## config.mk

```make
export PLATFORM = sky130hd
export DESIGN_NAME = rv_decode_ctrl_flat
export DESIGN_NICKNAME = d
export VERILOG_FILES = /design/src/rtl/rv_pkg.sv /design/src/rtl/rv_decode_ctrl_if.sv /design/src/rtl/rv_add.sv /design/src/rtl/rv_decode_ctrl.sv /design/src/flat_wrapper.sv
export SDC_FILE = /design/constraint.sdc
export NUM_CORES = 1
export LEC_CHECK = 0
export BUFFER_PORTS_ARGS = -buffer_cell sky130_fd_sc_hd__buf_2
export CAP_MARGIN = 25
export CORE_MARGIN = 8
export CORE_UTILIZATION = 55
export CTS_BUF_LIST = sky130_fd_sc_hd__clkbuf_8
export CTS_CLUSTER_SIZE = 25
export DETAILED_ROUTE_END_ITERATION = 7
export PLACE_DENSITY = 0.92
export SYNTH_ARGS = -nofsm -noshare
export SYNTH_HDL_FRONTEND = slang
export SYNTH_SLANG_ARGS = --single-unit
```

## constraint.sdc

```tcl
create_clock -name clk -period 5.04 [get_ports clk]
set_input_delay 0.504 -clock clk [delete_from_list [all_inputs] [get_ports clk]]
set_output_delay 0.504 -clock clk [all_outputs]
set_load 0.02 [all_outputs]
```

## src/rtl/rv_pkg.sv

```systemverilog
// Shared definitions for the RV64 decode-stage control: opcodes, ALUOp classes,
// ALU operation codes and the registered control bundle.
package rv_pkg;

    localparam int XLEN = 64;
    localparam logic [XLEN-1:0] PC_STEP = XLEN'(4);

    localparam logic [6:0] OP_R      = 7'b0110011;
    localparam logic [6:0] OP_I      = 7'b0010011;
    localparam logic [6:0] OP_LOAD   = 7'b0000011;
    localparam logic [6:0] OP_STORE  = 7'b0100011;
    localparam logic [6:0] OP_BRANCH = 7'b1100011;

    localparam logic [1:0] ALUOP_MEM    = 2'b00;
    localparam logic [1:0] ALUOP_BRANCH = 2'b01;
    localparam logic [1:0] ALUOP_R      = 2'b10;
    localparam logic [1:0] ALUOP_I      = 2'b11;

    localparam logic [3:0] ALU_AND = 4'b0000;
    localparam logic [3:0] ALU_OR  = 4'b0001;
    localparam logic [3:0] ALU_ADD = 4'b0010;
    localparam logic [3:0] ALU_XOR = 4'b0011;
    localparam logic [3:0] ALU_SLL = 4'b0100;
    localparam logic [3:0] ALU_SRL = 4'b0101;
    localparam logic [3:0] ALU_SUB = 4'b0110;
    localparam logic [3:0] ALU_SRA = 4'b0111;

    typedef struct packed {
        logic       branch;
        logic       mem_read;
        logic       mem_to_reg;
        logic       mem_write;
        logic       alu_src;
        logic       reg_write;
        logic [1:0] alu_op;
        logic [3:0] operation;
        logic       illegal;
    } ctrl_t;

endpackage

```

## src/rtl/rv_decode_ctrl_if.sv

```systemverilog
// Decode-stage bus: instruction fields and pipeline controls in, ID/EX control half out.
// No valid/ready pair: en captures a new decode, flush captures a bubble, otherwise the stage holds.
interface rv_decode_ctrl_if;
    import rv_pkg::*;

    logic            en;
    logic            flush;
    logic [6:0]      opcode;
    logic [3:0]      funct;
    logic [XLEN-1:0] pc;
    logic [XLEN-1:0] imm;

    logic            branch;
    logic            mem_read;
    logic            mem_to_reg;
    logic            mem_write;
    logic            alu_src;
    logic            reg_write;
    logic [1:0]      alu_op;
    logic [3:0]      operation;
    logic [XLEN-1:0] pc_plus4;
    logic [XLEN-1:0] branch_target;
    logic            illegal;

    modport master (
        output en, flush, opcode, funct, pc, imm,
        input  branch, mem_read, mem_to_reg, mem_write, alu_src, reg_write,
        input  alu_op, operation, pc_plus4, branch_target, illegal
    );

    modport slave (
        input  en, flush, opcode, funct, pc, imm,
        output branch, mem_read, mem_to_reg, mem_write, alu_src, reg_write,
        output alu_op, operation, pc_plus4, branch_target, illegal
    );

endinterface

```

## src/rtl/rv_add.sv

```systemverilog
// Unsigned modulo-2^XLEN adder; the carry out is discarded.
module rv_add #(
    parameter int XLEN = 64
) (
    input  logic [XLEN-1:0] a,
    input  logic [XLEN-1:0] b,
    output logic [XLEN-1:0] sum
);

    assign sum = a + b;

endmodule

```

## src/rtl/rv_decode_ctrl.sv

```systemverilog
// Decode-stage control: main control, ALU control and PC adders feeding a single
// ID/EX register stage (reset > flush > en > hold).
module rv_decode_ctrl
    import rv_pkg::*;
(
    input  logic            clk,
    input  logic            reset,
    rv_decode_ctrl_if.slave bus
);

    ctrl_t           main_ctrl;
    logic [3:0]      alu_operation;
    logic [XLEN-1:0] imm_shl;
    logic [XLEN-1:0] pc_plus4_sum;
    logic [XLEN-1:0] branch_target_sum;

    ctrl_t           ctrl_d, ctrl_q;
    logic [XLEN-1:0] pc_plus4_d, pc_plus4_q;
    logic [XLEN-1:0] branch_target_d, branch_target_q;

    always_comb begin
        main_ctrl = '0;
        case (bus.opcode)
            OP_R: begin
                main_ctrl.reg_write = 1'b1;
                main_ctrl.alu_op    = ALUOP_R;
            end
            OP_I: begin
                main_ctrl.alu_src   = 1'b1;
                main_ctrl.reg_write = 1'b1;
                main_ctrl.alu_op    = ALUOP_I;
            end
            OP_LOAD: begin
                main_ctrl.mem_read   = 1'b1;
                main_ctrl.mem_to_reg = 1'b1;
                main_ctrl.alu_src    = 1'b1;
                main_ctrl.reg_write  = 1'b1;
                main_ctrl.alu_op     = ALUOP_MEM;
            end
            OP_STORE: begin
                main_ctrl.mem_write = 1'b1;
                main_ctrl.alu_src   = 1'b1;
                main_ctrl.alu_op    = ALUOP_MEM;
            end
            OP_BRANCH: begin
                main_ctrl.branch = 1'b1;
                main_ctrl.alu_op = ALUOP_BRANCH;
            end
            default: main_ctrl.illegal = 1'b1;
        endcase
    end

    // I-type ALU ops have no funct7 bit 30 except on shifts, where it picks srl/sra.
    always_comb begin
        alu_operation = ALU_ADD;
        case (main_ctrl.alu_op)
            ALUOP_MEM:    alu_operation = ALU_ADD;
            ALUOP_BRANCH: alu_operation = ALU_SUB;
            ALUOP_R: begin
                case (bus.funct)
                    4'b0000: alu_operation = ALU_ADD;
                    4'b1000: alu_operation = ALU_SUB;
                    4'b0111: alu_operation = ALU_AND;
                    4'b0110: alu_operation = ALU_OR;
                    4'b0100: alu_operation = ALU_XOR;
                    4'b0001: alu_operation = ALU_SLL;
                    4'b0101: alu_operation = ALU_SRL;
                    4'b1101: alu_operation = ALU_SRA;
                    default: alu_operation = ALU_ADD;
                endcase
            end
            ALUOP_I: begin
                case (bus.funct[2:0])
                    3'b000:  alu_operation = ALU_ADD;
                    3'b111:  alu_operation = ALU_AND;
                    3'b110:  alu_operation = ALU_OR;
                    3'b100:  alu_operation = ALU_XOR;
                    3'b001:  alu_operation = ALU_SLL;
                    3'b101:  alu_operation = bus.funct[3] ? ALU_SRA : ALU_SRL;
                    default: alu_operation = ALU_ADD;
                endcase
            end
            default: alu_operation = ALU_ADD;
        endcase
    end

    // Branch immediates are in halfword units; the shift drops imm's top bit.
    assign imm_shl = bus.imm << 1;

    rv_add #(.XLEN(XLEN)) u_pc_plus4 (
        .a   (bus.pc),
        .b   (PC_STEP),
        .sum (pc_plus4_sum)
    );

    rv_add #(.XLEN(XLEN)) u_branch_target (
        .a   (bus.pc),
        .b   (imm_shl),
        .sum (branch_target_sum)
    );

    always_comb begin
        ctrl_d          = ctrl_q;
        pc_plus4_d      = pc_plus4_q;
        branch_target_d = branch_target_q;
        if (bus.flush) begin
            ctrl_d          = '0;
            pc_plus4_d      = pc_plus4_sum;
            branch_target_d = branch_target_sum;
        end else if (bus.en) begin
            ctrl_d           = main_ctrl;
            ctrl_d.operation = alu_operation;
            pc_plus4_d       = pc_plus4_sum;
            branch_target_d  = branch_target_sum;
        end
    end

    always_ff @(posedge clk or posedge reset) begin
        if (reset) begin
            ctrl_q          <= '0;
            pc_plus4_q      <= '0;
            branch_target_q <= '0;
        end else begin
            ctrl_q          <= ctrl_d;
            pc_plus4_q      <= pc_plus4_d;
            branch_target_q <= branch_target_d;
        end
    end

    assign bus.branch        = ctrl_q.branch;
    assign bus.mem_read      = ctrl_q.mem_read;
    assign bus.mem_to_reg    = ctrl_q.mem_to_reg;
    assign bus.mem_write     = ctrl_q.mem_write;
    assign bus.alu_src       = ctrl_q.alu_src;
    assign bus.reg_write     = ctrl_q.reg_write;
    assign bus.alu_op        = ctrl_q.alu_op;
    assign bus.operation     = ctrl_q.operation;
    assign bus.illegal       = ctrl_q.illegal;
    assign bus.pc_plus4      = pc_plus4_q;
    assign bus.branch_target = branch_target_q;

endmodule

```

## src/flat_wrapper.sv

```systemverilog
// flat-port wrapper written by rule: the top's interface ports become plain ports
module rv_decode_ctrl_flat import rv_pkg::*;
  (clk, reset, bus_en, bus_flush, bus_opcode, bus_funct, bus_pc, bus_imm, bus_branch, bus_mem_read, bus_mem_to_reg, bus_mem_write, bus_alu_src, bus_reg_write, bus_alu_op, bus_operation, bus_pc_plus4, bus_branch_target, bus_illegal);
  rv_decode_ctrl_if bus_i ();
  input  logic clk;
  input  logic reset;
  input wire logic [$bits(bus_i.en)-1:0] bus_en;
  input wire logic [$bits(bus_i.flush)-1:0] bus_flush;
  input wire logic [$bits(bus_i.opcode)-1:0] bus_opcode;
  input wire logic [$bits(bus_i.funct)-1:0] bus_funct;
  input wire logic [$bits(bus_i.pc)-1:0] bus_pc;
  input wire logic [$bits(bus_i.imm)-1:0] bus_imm;
  output wire logic [$bits(bus_i.branch)-1:0] bus_branch;
  output wire logic [$bits(bus_i.mem_read)-1:0] bus_mem_read;
  output wire logic [$bits(bus_i.mem_to_reg)-1:0] bus_mem_to_reg;
  output wire logic [$bits(bus_i.mem_write)-1:0] bus_mem_write;
  output wire logic [$bits(bus_i.alu_src)-1:0] bus_alu_src;
  output wire logic [$bits(bus_i.reg_write)-1:0] bus_reg_write;
  output wire logic [$bits(bus_i.alu_op)-1:0] bus_alu_op;
  output wire logic [$bits(bus_i.operation)-1:0] bus_operation;
  output wire logic [$bits(bus_i.pc_plus4)-1:0] bus_pc_plus4;
  output wire logic [$bits(bus_i.branch_target)-1:0] bus_branch_target;
  output wire logic [$bits(bus_i.illegal)-1:0] bus_illegal;
  assign bus_i.en = bus_en;
  assign bus_i.flush = bus_flush;
  assign bus_i.opcode = bus_opcode;
  assign bus_i.funct = bus_funct;
  assign bus_i.pc = bus_pc;
  assign bus_i.imm = bus_imm;
  assign bus_branch = bus_i.branch;
  assign bus_mem_read = bus_i.mem_read;
  assign bus_mem_to_reg = bus_i.mem_to_reg;
  assign bus_mem_write = bus_i.mem_write;
  assign bus_alu_src = bus_i.alu_src;
  assign bus_reg_write = bus_i.reg_write;
  assign bus_alu_op = bus_i.alu_op;
  assign bus_operation = bus_i.operation;
  assign bus_pc_plus4 = bus_i.pc_plus4;
  assign bus_branch_target = bus_i.branch_target;
  assign bus_illegal = bus_i.illegal;
  rv_decode_ctrl u_core (.clk(clk), .reset(reset), .bus(bus_i));
endmodule
```

Yosys cells after proc, flatten, opt, wreduce, memory -nomap -nowiden
Memories as Yosys holds them, arrays and structs flattened.
Cells that the tools add are included.
{"block": "word_totals", "wordCells": 48, "n_memories": 1, "ff_bits": 141, "out_inout_bits": 141, "input_bits": 143, "mem_bits_ro": 48}
{"memory": "(no name shown)", "words": 16, "width": 3, "read_ports": 1, "rd_ports_with_merged_regs": 0, "write_ports": 0, "line_no": "rv_decode_ctrl.sv:60", "text": "case (bus.funct)"}
{"block": "op_classes", "n_eq_ne": 13, "reduce_logical": 5, "n_mux": 16, "add_sub_neg": 2}
{"operator": "2-to-1 mux 64 bit", "count": 4}
{"operator": "adder 64 x 3 -> 64 bit (second input constant)", "count": 1}
{"operator": "adder 64 bit", "count": 1}
{"operator": "2-to-1 mux 13 bit", "count": 2}
{"operator": "case mux 4 bit (5 select lines)", "count": 1}
{"operator": "case mux 4 bit (4 select lines)", "count": 1}
{"operator": "equality test 7 x 6 -> 1 bit (second input constant)", "count": 2}
{"operator": "equality test 3 bit (second input constant)", "count": 4}
{"operator": "equality test 7 x 2 -> 1 bit (second input constant)", "count": 1}
{"operator": "equality test 7 x 5 -> 1 bit (second input constant)", "count": 1}
{"operator": "equality test 7 bit (second input constant)", "count": 1}
{"operator": "case mux 2 bit (3 select lines)", "count": 1}
{"operator": "OR reduction 3 bit", "count": 2}
{"operator": "2-to-1 mux 1 bit", "count": 5}
{"operator": "OR reduction 5 bit", "count": 1}
{"operator": "equality test 2 bit (second input constant)", "count": 2}
{"operator": "2-to-1 mux 2 bit", "count": 2}
{"operator": "equality test 3 x 1 -> 1 bit (second input constant)", "count": 1}
{"operator": "equality test 2 x 1 -> 1 bit (second input constant)", "count": 1}
{"operator": "logical NOT 2 bit", "count": 1}
{"operator": "nonzero test 2 bit", "count": 1}

Logic depth before layout (Yosys ltp)
Gate-level depths: netlist of run 1.
{"block": "depth", "depth_word": 6, "mapped_depth": 11, "ltp_nobuf": 11}

Modules after synthesis
A second synthesis of run 1 with hierarchy kept.
{"block": "hier_totals", "hier_cells": 1477, "hier_area_um2": 13238.9}
{"module": "rv_decode_ctrl", "cells_per_inst": 333, "seq_area_each_um2": 3478.3, "area_per_inst_um2": 5596.6, "n_inst": 1}
{"module": "rv_add (u_core.u_branch_target)", "cells_per_inst": 579, "seq_area_each_um2": 0.0, "area_per_inst_um2": 3902.5, "n_inst": 1}
{"module": "rv_add (u_core.u_pc_plus4)", "cells_per_inst": 565, "seq_area_each_um2": 0.0, "area_per_inst_um2": 3739.8, "n_inst": 1}

Worst setup path before layout of run 1
No wires, ideal clock.
{"block": "synth_path", "path_kind": "input-to-reg", "from": "input port bus_imm[0]", "to": "register u_core.branch_target_q[51] (netlist: u_core.bus.branch_target[51])", "setup_slack_ns": 2.038, "path_buffers": 0, "arrival_ns": 2.907, "stages": 11, "path_cell_list": "ha_1 fa_1 a21oi_1 nand4b_1 a21oi_1 or3_4 a2111oi_4 nor4_2 o21a_1 o21a_1 o31ai_1"}
{"block": "synth_via", "elab_chain_cells": 3}
{"element": "from (decl)", "line_no": "flat_wrapper.sv:12", "text": "input wire logic [$bits(bus_i.imm)-1:0] bus_imm;"}
{"element": "adder 64 bit (*)", "line_no": "rv_add.sv:10", "text": "assign sum = a + b;"}
{"element": "2-to-1 mux 64 bit", "line_no": "rv_decode_ctrl.sv:110", "text": "end else if (bus.en) begin"}
{"element": "2-to-1 mux 64 bit (*)", "line_no": "rv_decode_ctrl.sv:106", "text": "if (bus.flush) begin"}
{"element": "to (signal assigned)", "line_no": "rv_decode_ctrl.sv:126", "text": "branch_target_q <= branch_target_d;"}
{"element": "to (decl)", "line_no": "rv_decode_ctrl.sv:19", "text": "logic [XLEN-1:0] branch_target_d, branch_target_q;"}
Every way passes the cells marked *; elsewhere a longest branch is shown, timed or not. The select of a mux whose other input is x is not followed.
A chain may end at the register's enable or synchronous reset.

Worst setup path after layout of run 1
{"block": "layout_path", "from": "input port bus_pc[9]", "to": "register u_core.branch_target_q[54] (netlist: u_core.bus.branch_target[54])"}
{"block": "layout_via", "elab_chain_cells": 3}
{"element": "from (decl)", "line_no": "flat_wrapper.sv:11", "text": "input wire logic [$bits(bus_i.pc)-1:0] bus_pc;"}
{"element": "adder 64 bit (*)", "line_no": "rv_add.sv:10"}
{"element": "2-to-1 mux 64 bit", "line_no": "rv_decode_ctrl.sv:110"}
{"element": "2-to-1 mux 64 bit (*)", "line_no": "rv_decode_ctrl.sv:106"}
Marked as above.

==> metrics.cfg, run 1 <==
[die]
fp.dieW_um=152
die_h_um=152
coreArea_mm2=0.0180
start_util=0.563
rows=49
ios=284
die_area_mm2=0.0231

[power_and_ir_drop]
vdd_ir_drop_max_v=0.000180
p_per_area_mw_per_mm2=291
net-switching-power_w=0.00140
p_clk_frac=0.255
p_comb_frac=0.358
power.internal_w=0.00206
seq_power_share=0.387
power.leakage_nw=5.39
swShare=0.406
finalPower_w=0.00346

[clock_network]
clk_latency_ns=0.47
cts_resized=0
cts_made_buffers=17
cts_setup_buffers=0
cts.path.max_buffers=2
cts_hold_buf=0
clock_sinks=138
path_clk_slew_ns=0.10
cts-root-buf=clkbuf_8
htree_levels=4
cts_tree=built

[final_layout]
largest_reg_flops=64
fin_nets=1677
drive_gt1_frac=0.237
area_growth_pct=17.1

[logic_synthesis]
syn_inst=1221
synth_nets=1428
synthesis.area_mm2=0.0101
synthFlopType=dfrtp_1
yosysWarnings=0
synth.area.top_cells=dfrtp_1 (34%), ha_1 (7.8%), nand2_1 (6.6%)
synth_async_sr_flop_share=1.00
synth_top_area_share=0.340
ys_ff_latch=138
ys_seq_area_frac=0.340
synthDistinctLibCells=83
synth_top_area_cell=dfrtp_1
avgSynthCellArea_um2=8.31
synth_edf_count=0

[routing]
antenna_left=0
wl_mm=32.9
via_per_inst=6.02
drc_errors=0
avgRoutedWirePerCell_um=19.2
drtPass1Iterations=6
drt_iter0_drc=744
dr_total_vias=10300

[global_route]
grt_max_degree=59
grt-ovfl-total=0
grt_pass1_wl_mm=51.9
grt_use_total=0.272
antenna_found_initial=1
grt_pass1_vias=10000

[sta]
setup_viol_count_final=0
maxSlewHeadroom=0.482
rsz0062_at_grt=no
drv_slew=0
fmax_mhz=314
finalSetupTns_ns=0
post-route-period-util=0.631
final_hold_viol_count=0
skew_ns=0
worst_pin_slew_ns=0.772
fin_crit_ns=3.18
setup_slack_ns=1.86

[placed_design]
io_buffer_count=281
place_hpwl_mm=26.1
place_ws_ns=1.38
place_congestion=0.953

[worst_setup_path]
startpoint_type=primary input
end_kind=flip-flop
slowest_delay_ns=0.61
path_cells=buf_2 -> ha_1 -> nand3_1 -> nor3_1 -> o311ai_1 -> o211a_1 -> nor4_1 -> o2111ai_1 -> a211oi_1 -> mux2i_1 -> nor2_1
r2r_start=u_core.bus.alu_op[0]
crit_path_start=bus_pc[9]
crit_arrival_ns=3.55
cp_data_required_time_ns=5.41
crit_path_max_fanout=6
cpMaxStageDelayCell=nor4_1
path_class=in2reg

[status]
outcome=completed

[min_path]
hp-class=in2async

[job]
max-cap-violations=0

==> critical path: cells and delay by family <==
| kind | cells | cell delay [ns] |
|---|---|---|
| AO/OA/AOI/OAI | 4 | 1.17 |
| adder cells (fa/ha/maj) | 1 | 0.40 |
| buffers and inverters | 1 | 0.15 |
| multiplexers | 1 | 0.23 |
| AND/OR/NAND/NOR | 4 | 1.08 |
==> path summary, 6_finish.rpt <==
kind | to | slack, ns | depth (start not counted)
worst max register to register | u_core.bus.alu_op[0] | 4.24 | 2
max in group asynchronous | u_core.bus.branch_target[41] | 3.95 | 3
worst max-delay path | u_core.bus.branch_target[54] | 1.86 | 11
min in group clk | u_core.bus.branch_target[0] | 0.23 | 3
worst min register to register | u_core.bus.branch_target[1] | 0.47 | 2
worst min-delay path | u_core.bus.pc_plus4[10] | 0.05 | 2
==> layout make-up <==
type / count / area [um^2]
antenna: 1 / 2.50
clock buffer: 17 / 234
clock inverter: 15 / 130
fill: 1541 / 6140
inverter: 21 / 83.8
multi-input combinational: 1002 / 6220
sequential: 138 / 3450
tap: 229 / 287
timing repair buffer: 290 / 1470
==> routing by layer <==
layer	part of all wire	global-route usage
met1	0.42	0.343
met2	0.45	0.431
met3	0.094	0.0756
met4	0.035	0.116
met5	0.00036	0
==> placed cells by master, fill, tap and decap left out, types with 10 or more instances in the layout <==
master	count
a21o_1	19
a21oi_1	125
and3_1	18
buf_2	281
clkbuf_8	17
dfrtp_1	138
ha_1	63
inv_1	20
nand2_1	178
nand3_1	44
nand4_1	29
nor2_1	100
nor3_1	21
nor4_1	13
o21a_1	10
o21ai_0	104
o21ai_1	13
o21bai_1	16
xnor2_1	48
xor2_1	64
==> power groups by stage <==
stage / Clock (W) / Combinational [W] / Sequential [W]
global route: 0.000942 / 0.00134 / 0.00136
detailed placement: 0 / 0.00123 / 0.00136
finish: 0.000883 / 0.00124 / 0.00134
CTS: 0.000896 / 0.00123 / 0.00134
floorplan: 0 / 0.000622 / 0.00155
global placement: 0 / 0.00121 / 0.00135
==> cell families after synthesis <==
| kind of cell | count (synthesis) | synth area share |
|---|---|---|
| adders and majority gates | 64 | 0.0797 |
| and+or+nand+nor | 457 | 0.211 |
| muxes | 2 | 0.00210 |
| buffers and inverters | 81 | 0.0481 |
| DFF | 138 | 0.340 |
| other | 1 | 0.000370 |
| AOI/OAI and AO/OA | 366 | 0.221 |
| xor gates and xnor gates | 112 | 0.0967 |
==> synthesized netlist by cell type (all sizes together) (4+ instances only) <==
cell     number
o21a         10
o2111ai       4
nand2       179
a2111oi       5
clkbuf       46
and2         10
nor3         22
a21o         23
ha           63
nand4        30
nor2b         5
nand2b        4
dfrtp       138
nor2        101
o31ai         5
nand3        45
nor3b         4
o211ai        6
or3           6
and4          7
inv          21
o21bai       16
a311oi        7
or2           6
xor2         64
a31o          4
nor4         14
o21ai       117
a211oi        9
a21oi       126
and3         18
a31oi         6
xnor2        48
a211o         4
buf          13
==> metrics by stage <==
stage          instance area [um^2]  instances   util  hold slack [ns]
3_5_place_dp                  11500       1680  0.639            0.455
4_1_cts                       11900       1712  0.659           0.0368
2_1_floorplan                 10100       1221      -            0.583
3_3_place_gp                  11500       1680  0.639            0.447
5_1_grt                       11900       1712  0.659           0.0523
6_report                      11900       1713  0.659           0.0453
(Power assumes the default switching activity.)
==> run 2, diff against run 1 <==
--- a/config.mk
+++ b/config.mk
@@ -8,11 +8,11 @@
 export BUFFER_PORTS_ARGS = -buffer_cell sky130_fd_sc_hd__buf_2
 export CAP_MARGIN = 25
 export CORE_MARGIN = 8
-export CORE_UTILIZATION = 55
+export CORE_UTILIZATION = 50
 export CTS_BUF_LIST = sky130_fd_sc_hd__clkbuf_8
 export CTS_CLUSTER_SIZE = 25
 export DETAILED_ROUTE_END_ITERATION = 7
-export PLACE_DENSITY = 0.92
+export PLACE_DENSITY = 0.88
 export SYNTH_ARGS = -nofsm -noshare
 export SYNTH_HDL_FRONTEND = slang
 export SYNTH_SLANG_ARGS = --single-unit
==> constraint.sdc (replaced) <==
create_clock -name clk -period 2.8 [get_ports clk]
set_input_delay 0.28 -clock clk [delete_from_list [all_inputs] [get_ports clk]]
set_output_delay 0.28 -clock clk [all_outputs]
set_load 0.02 [all_outputs]
==> metrics.cfg, run 2 (synthesized netlist as in run 1, its figures left out) <==
[routing]
via_per_inst=5.68
drt_iter0_drc=842
wl_mm=35.0
drc_errors=0
drtPass1Iterations=5
antenna_left=0
dr_total_vias=10900
avgRoutedWirePerCell_um=18.3

[die]
ios=284
die_h_um=158
start_util=0.505
coreArea_mm2=0.0201
die_area_mm2=0.0251
fp.dieW_um=158
rows=52

[sta]
post-route-period-util=0.976
fmax_mhz=366
maxSlewHeadroom=0.473
final_hold_viol_count=0
skew_ns=0
setup_viol_count_final=0
worst_pin_slew_ns=0.791
finalSetupTns_ns=0
drv_slew=0
rsz0062_at_grt=yes
fin_crit_ns=2.73

[job]
max-cap-violations=0

[power_and_ir_drop]
p_per_area_mw_per_mm2=500
vdd_ir_drop_max_v=0.000254
power.leakage_nw=6.19

[clock_network]
cts.path.max_buffers=2
clock_sinks=138
clk_latency_ns=0.44
path_clk_slew_ns=0.08
cts_made_buffers=17
cts-root-buf=clkbuf_8
htree_levels=4
cts_tree=built
cts_setup_buffers=0

[final_layout]
area_growth_pct=30.4
post-route-util=0.658
drive_gt1_frac=0.316
antenna_cells=0
fin_nets=1840
final_cell_mix=buf_2 (281), nand2_1 (178), buf_4 (171), dfrtp_1 (138), a21oi_1 (124)
final_common_cell=buf_2
largest_reg_flops=64
final_cells=1916

[worst_setup_path]
slowest_delay_ns=0.45
cpMostUsedCell=o21a_1
crit_path_max_fanout=6
cp_data_required_time_ns=3.16
end_kind=flip-flop
cpMaxStageDelayCell=a2111oi_4
path_cells=buf_2 -> ha_2 -> a2111oi_2 -> o21ai_1 -> a211o_1 -> or3_4 -> a2111oi_4 -> nor4_4 -> o21a_1 -> o21a_1 -> o31ai_2
path_class=in2reg
rr_worst_depth=2
crit_arrival_ns=3.09
startpoint_type=primary input

[placed_design]
io_buffer_count=281
dpl.cell_count=1884
place_congestion=0.955
place_hpwl_mm=28.0

[global_route]
grt_max_degree=139
antenna_found_initial=0
grt_pass1_vias=10600
grt_use_total=0.271
grt_pass1_wl_mm=54.0
grt-ovfl-total=0

[status]
outcome=completed

[min_path]
hp-class=in2async

## run 2: cell count changes in the layout (fill, tap and decap cells not counted), sizes merged
cell / before / now
buf: 290 / 453
inv: 30 / 24
bufinv: 0 / 2
clkinv: 5 / 7
clkinvlp: 1 / 3
diode: 1 / 0
## run 2: where the power goes
group	total [W]	switching [W]	internal, W
clock network	0.00167	0.000880	0.000793
logic	0.00252	0.00151	0.00101
registers	0.00243	0.000160	0.00227
## run 2: path summary, 6_finish.rpt
kind | start | end | slack, ns
max | bus_imm[9] | u_core.bus.branch_target[51] | 0.07
min | reset | u_core.bus.pc_plus4[8] | 0.04
max reg2reg | u_core.bus.alu_op[0] | u_core.bus.alu_op[0] | 1.96
min reg2reg | u_core.bus.branch_target[2] | u_core.bus.branch_target[2] | 0.47
max in group asynchronous | reset | u_core.bus.branch_target[57] | 2.14
min in group clk | bus_pc[0] | u_core.bus.branch_target[0] | 0.04
## run 2: layer usage
metal  track usage  vias up  wire length [um]
met4         0.101        0              1040
met3        0.0575       70              2960
met5             0        -                 0
li1              -     5212                 -
met2         0.438      501             16000
met1         0.351     5096             15000
## run 2: what timing repair did
item                                    in CTS  in global routing
resized for setup                            0                  8
hold buffers                                 0                  0
hold endpoints to repair                     0                  0
endpoints found under the setup margin       0                  5
## run 2: critical path: cells and delay by family
kind | cells | cell delay, ns
AOI/OAI and AO/OA | 7 | 1.90
and+or+nand+nor | 2 | 0.49
buffers and inverters | 1 | 0.10
adders and majority gates | 1 | 0.32
## run 2: cell type report
class                           instances  area, um^2
Sequential cell                       138        3450
Tap cell                              270         338
Inverter                               21        82.6
Fill cell                            1669        6880
Multi-Input combinational cell       1002        6260
Clock buffer                           17         234
Timing Repair Buffer                  453        2710
Clock inverter                         15         154
## run 2: through the flow
stage	setup slack, ns	power, W	hold slack [ns]	instance area (um^2)
finish	0.0677	0.00662	0.0381	13200
global placement	-0.269	0.00489	0.444	12800
detailed placement	-0.375	0.00495	0.457	12800
CTS	0.0997	0.00663	0.0136	13200
floorplan	0.0216	0.00391	0.365	10200
global route	-0.0296	0.00695	0.0197	13200
==> run 3, diff against run 2 <==
--- a/config.mk
+++ b/config.mk
@@ -8,11 +8,11 @@
 export BUFFER_PORTS_ARGS = -buffer_cell sky130_fd_sc_hd__buf_2
 export CAP_MARGIN = 25
 export CORE_MARGIN = 8
-export CORE_UTILIZATION = 50
+export CORE_UTILIZATION = 40
 export CTS_BUF_LIST = sky130_fd_sc_hd__clkbuf_8
 export CTS_CLUSTER_SIZE = 25
 export DETAILED_ROUTE_END_ITERATION = 7
-export PLACE_DENSITY = 0.88
+export PLACE_DENSITY = 0.74
 export SYNTH_ARGS = -nofsm -noshare
 export SYNTH_HDL_FRONTEND = slang
 export SYNTH_SLANG_ARGS = --single-unit
==> metrics.cfg, run 3 (synthesized netlist as in run 1, its figures left out) <==
[power_and_ir_drop]
power.leakage_nw=6.34
finalPower_w=0.00676
vdd_ir_drop_max_v=0.000242
p_per_area_mw_per_mm2=498

[routing]
drt_iter0_drc=810
drtPass1Iterations=8
drc_errors=0
via_per_inst=5.40
dr_total_vias=10800
antenna_left=0
avgRoutedWirePerCell_um=18.2
wl_mm=36.4

[die]
die_h_um=175
coreArea_mm2=0.0250
fp.dieW_um=175
die_area_mm2=0.0307
rows=58
ios=284
start_util=0.405

[sta]
maxSlewHeadroom=0.559
worst_pin_slew_ns=0.660
skew_ns=0
final_hold_viol_count=0
fin_crit_ns=2.74
post-route-period-util=0.978
fmax_mhz=365
rsz0062_at_grt=yes
holdWs_ns=0.0752
setup_viol_count_final=0
drv_slew=0
setup_slack_ns=0.0619

[clock_network]
cts.path.max_buffers=2
cts_made_buffers=17
clk_latency_ns=0.44
path_clk_slew_ns=0.08
cts_tree=built
clock_sinks=138
cts-root-buf=clkbuf_8
htree_levels=4

[global_route]
grt-ovfl-total=0
grt_pass1_wl_mm=57.5
antenna_found_initial=0
grt_max_degree=84
grt_pass1_vias=10900
grt_use_total=0.229

[placed_design]
dpl.cell_count=1968
place_ws_ns=-0.382
io_buffer_count=281
place_hpwl_mm=29.3
placedInstanceArea_mm2=0.0131
place_congestion=0.928

[min_path]
hp-class=in2reg

[worst_setup_path]
startpoint_type=primary input
crit_path_max_fanout=3
end_kind=flip-flop
crit_arrival_ns=3.04
cp_data_required_time_ns=3.10
path_class=in2reg

[final_layout]
area_growth_pct=34.0
final_cells=2001
final_area_mm2=0.0136
antenna_cells=0
fin_nets=1867
drive_gt1_frac=0.327
final_cell_mix=buf_2 (281), buf_4 (193), nand2_1 (178), dfrtp_1 (138), a21oi_1 (123)
final_common_cell=buf_2
largest_reg_flops=64

[status]
outcome=completed

[job]
max-cap-violations=0

## run 3: cell count changes in the layout (fill, tap and decap cells not counted), moves of 2 or more
cell / change
buf_12: +3
buf_4: +22
clkinv_4: -3
dlygate4sd3_1: +2
o2111ai_1: -2
o2111ai_2: +2
## run 3: cell type report
cell class                      instances  area (um^2)
Sequential cell                       138         3450
Timing Repair Buffer                  480         2960
Fill cell                            2393        11400
Multi-Input combinational cell       1002         6300
Inverter                               21         82.6
Clock inverter                         13          156
Clock buffer                           17          234
Tap cell                              330          413
## run 3: critical path: stages
cell	delay [ns]
buf_2	0.10
ha_1	0.23
fa_2	0.37
a21oi_2	0.17
nand4b_1	0.19
a21oi_1	0.12
or3_4	0.45
a2111oi_4	0.46
nor2_1	0.16
a31oi_1	0.23
xor2_1	0.18
a21oi_1	0.08
## run 3: timing repair
action,CTS,global route
resized for setup,0,14
endpoints found under the setup margin,0,8
hold buffers,2,0
endpoints found under the hold margin,25,0
setup buffers,0,1
## run 3: power breakdown
part           switching [W]  total [W]  leakage, nW  internal [W]
logic                0.00154    0.00259         4.50       0.00105
registers           0.000157    0.00242         1.64       0.00227
clock network       0.000885    0.00175        0.196      0.000867
total                0.00258    0.00676         6.34       0.00418
## run 3: metal layers
metal  global-route usage  vias up  routed length [um]
met1                0.306     5071               16000
met4               0.0841        0                 951
met3               0.0545       65                2910
met5                    0        -                   0
met2                0.355      417               16500
li1                     -     5261                   -
## run 3: metrics by stage
step	setup TNS, ns	util
3_5_place_dp	-5.76	0.523
5_1_grt	-0.000790	0.543
2_1_floorplan	0	-
4_1_cts	0	0.539
6_report	0	0.543
3_3_place_gp	-4.85	0.523
## run 3: final timing paths
check,cells after the start,start,slack [ns],to
worst min-delay path,3,bus_pc[1],0.08,u_core.bus.pc_plus4[1]
worst max register to register,2,u_core.bus.branch_target[50],1.96,u_core.bus.branch_target[50]
worst min register to register,2,u_core.bus.branch_target[1],0.48,u_core.bus.branch_target[1]
min in group asynchronous,3,reset,0.46,u_core.bus.pc_plus4[57]
max in group asynchronous,4,reset,1.56,u_core.bus.branch_target[23]
worst max-delay path,12,bus_imm[0],0.06,u_core.bus.branch_target[59]
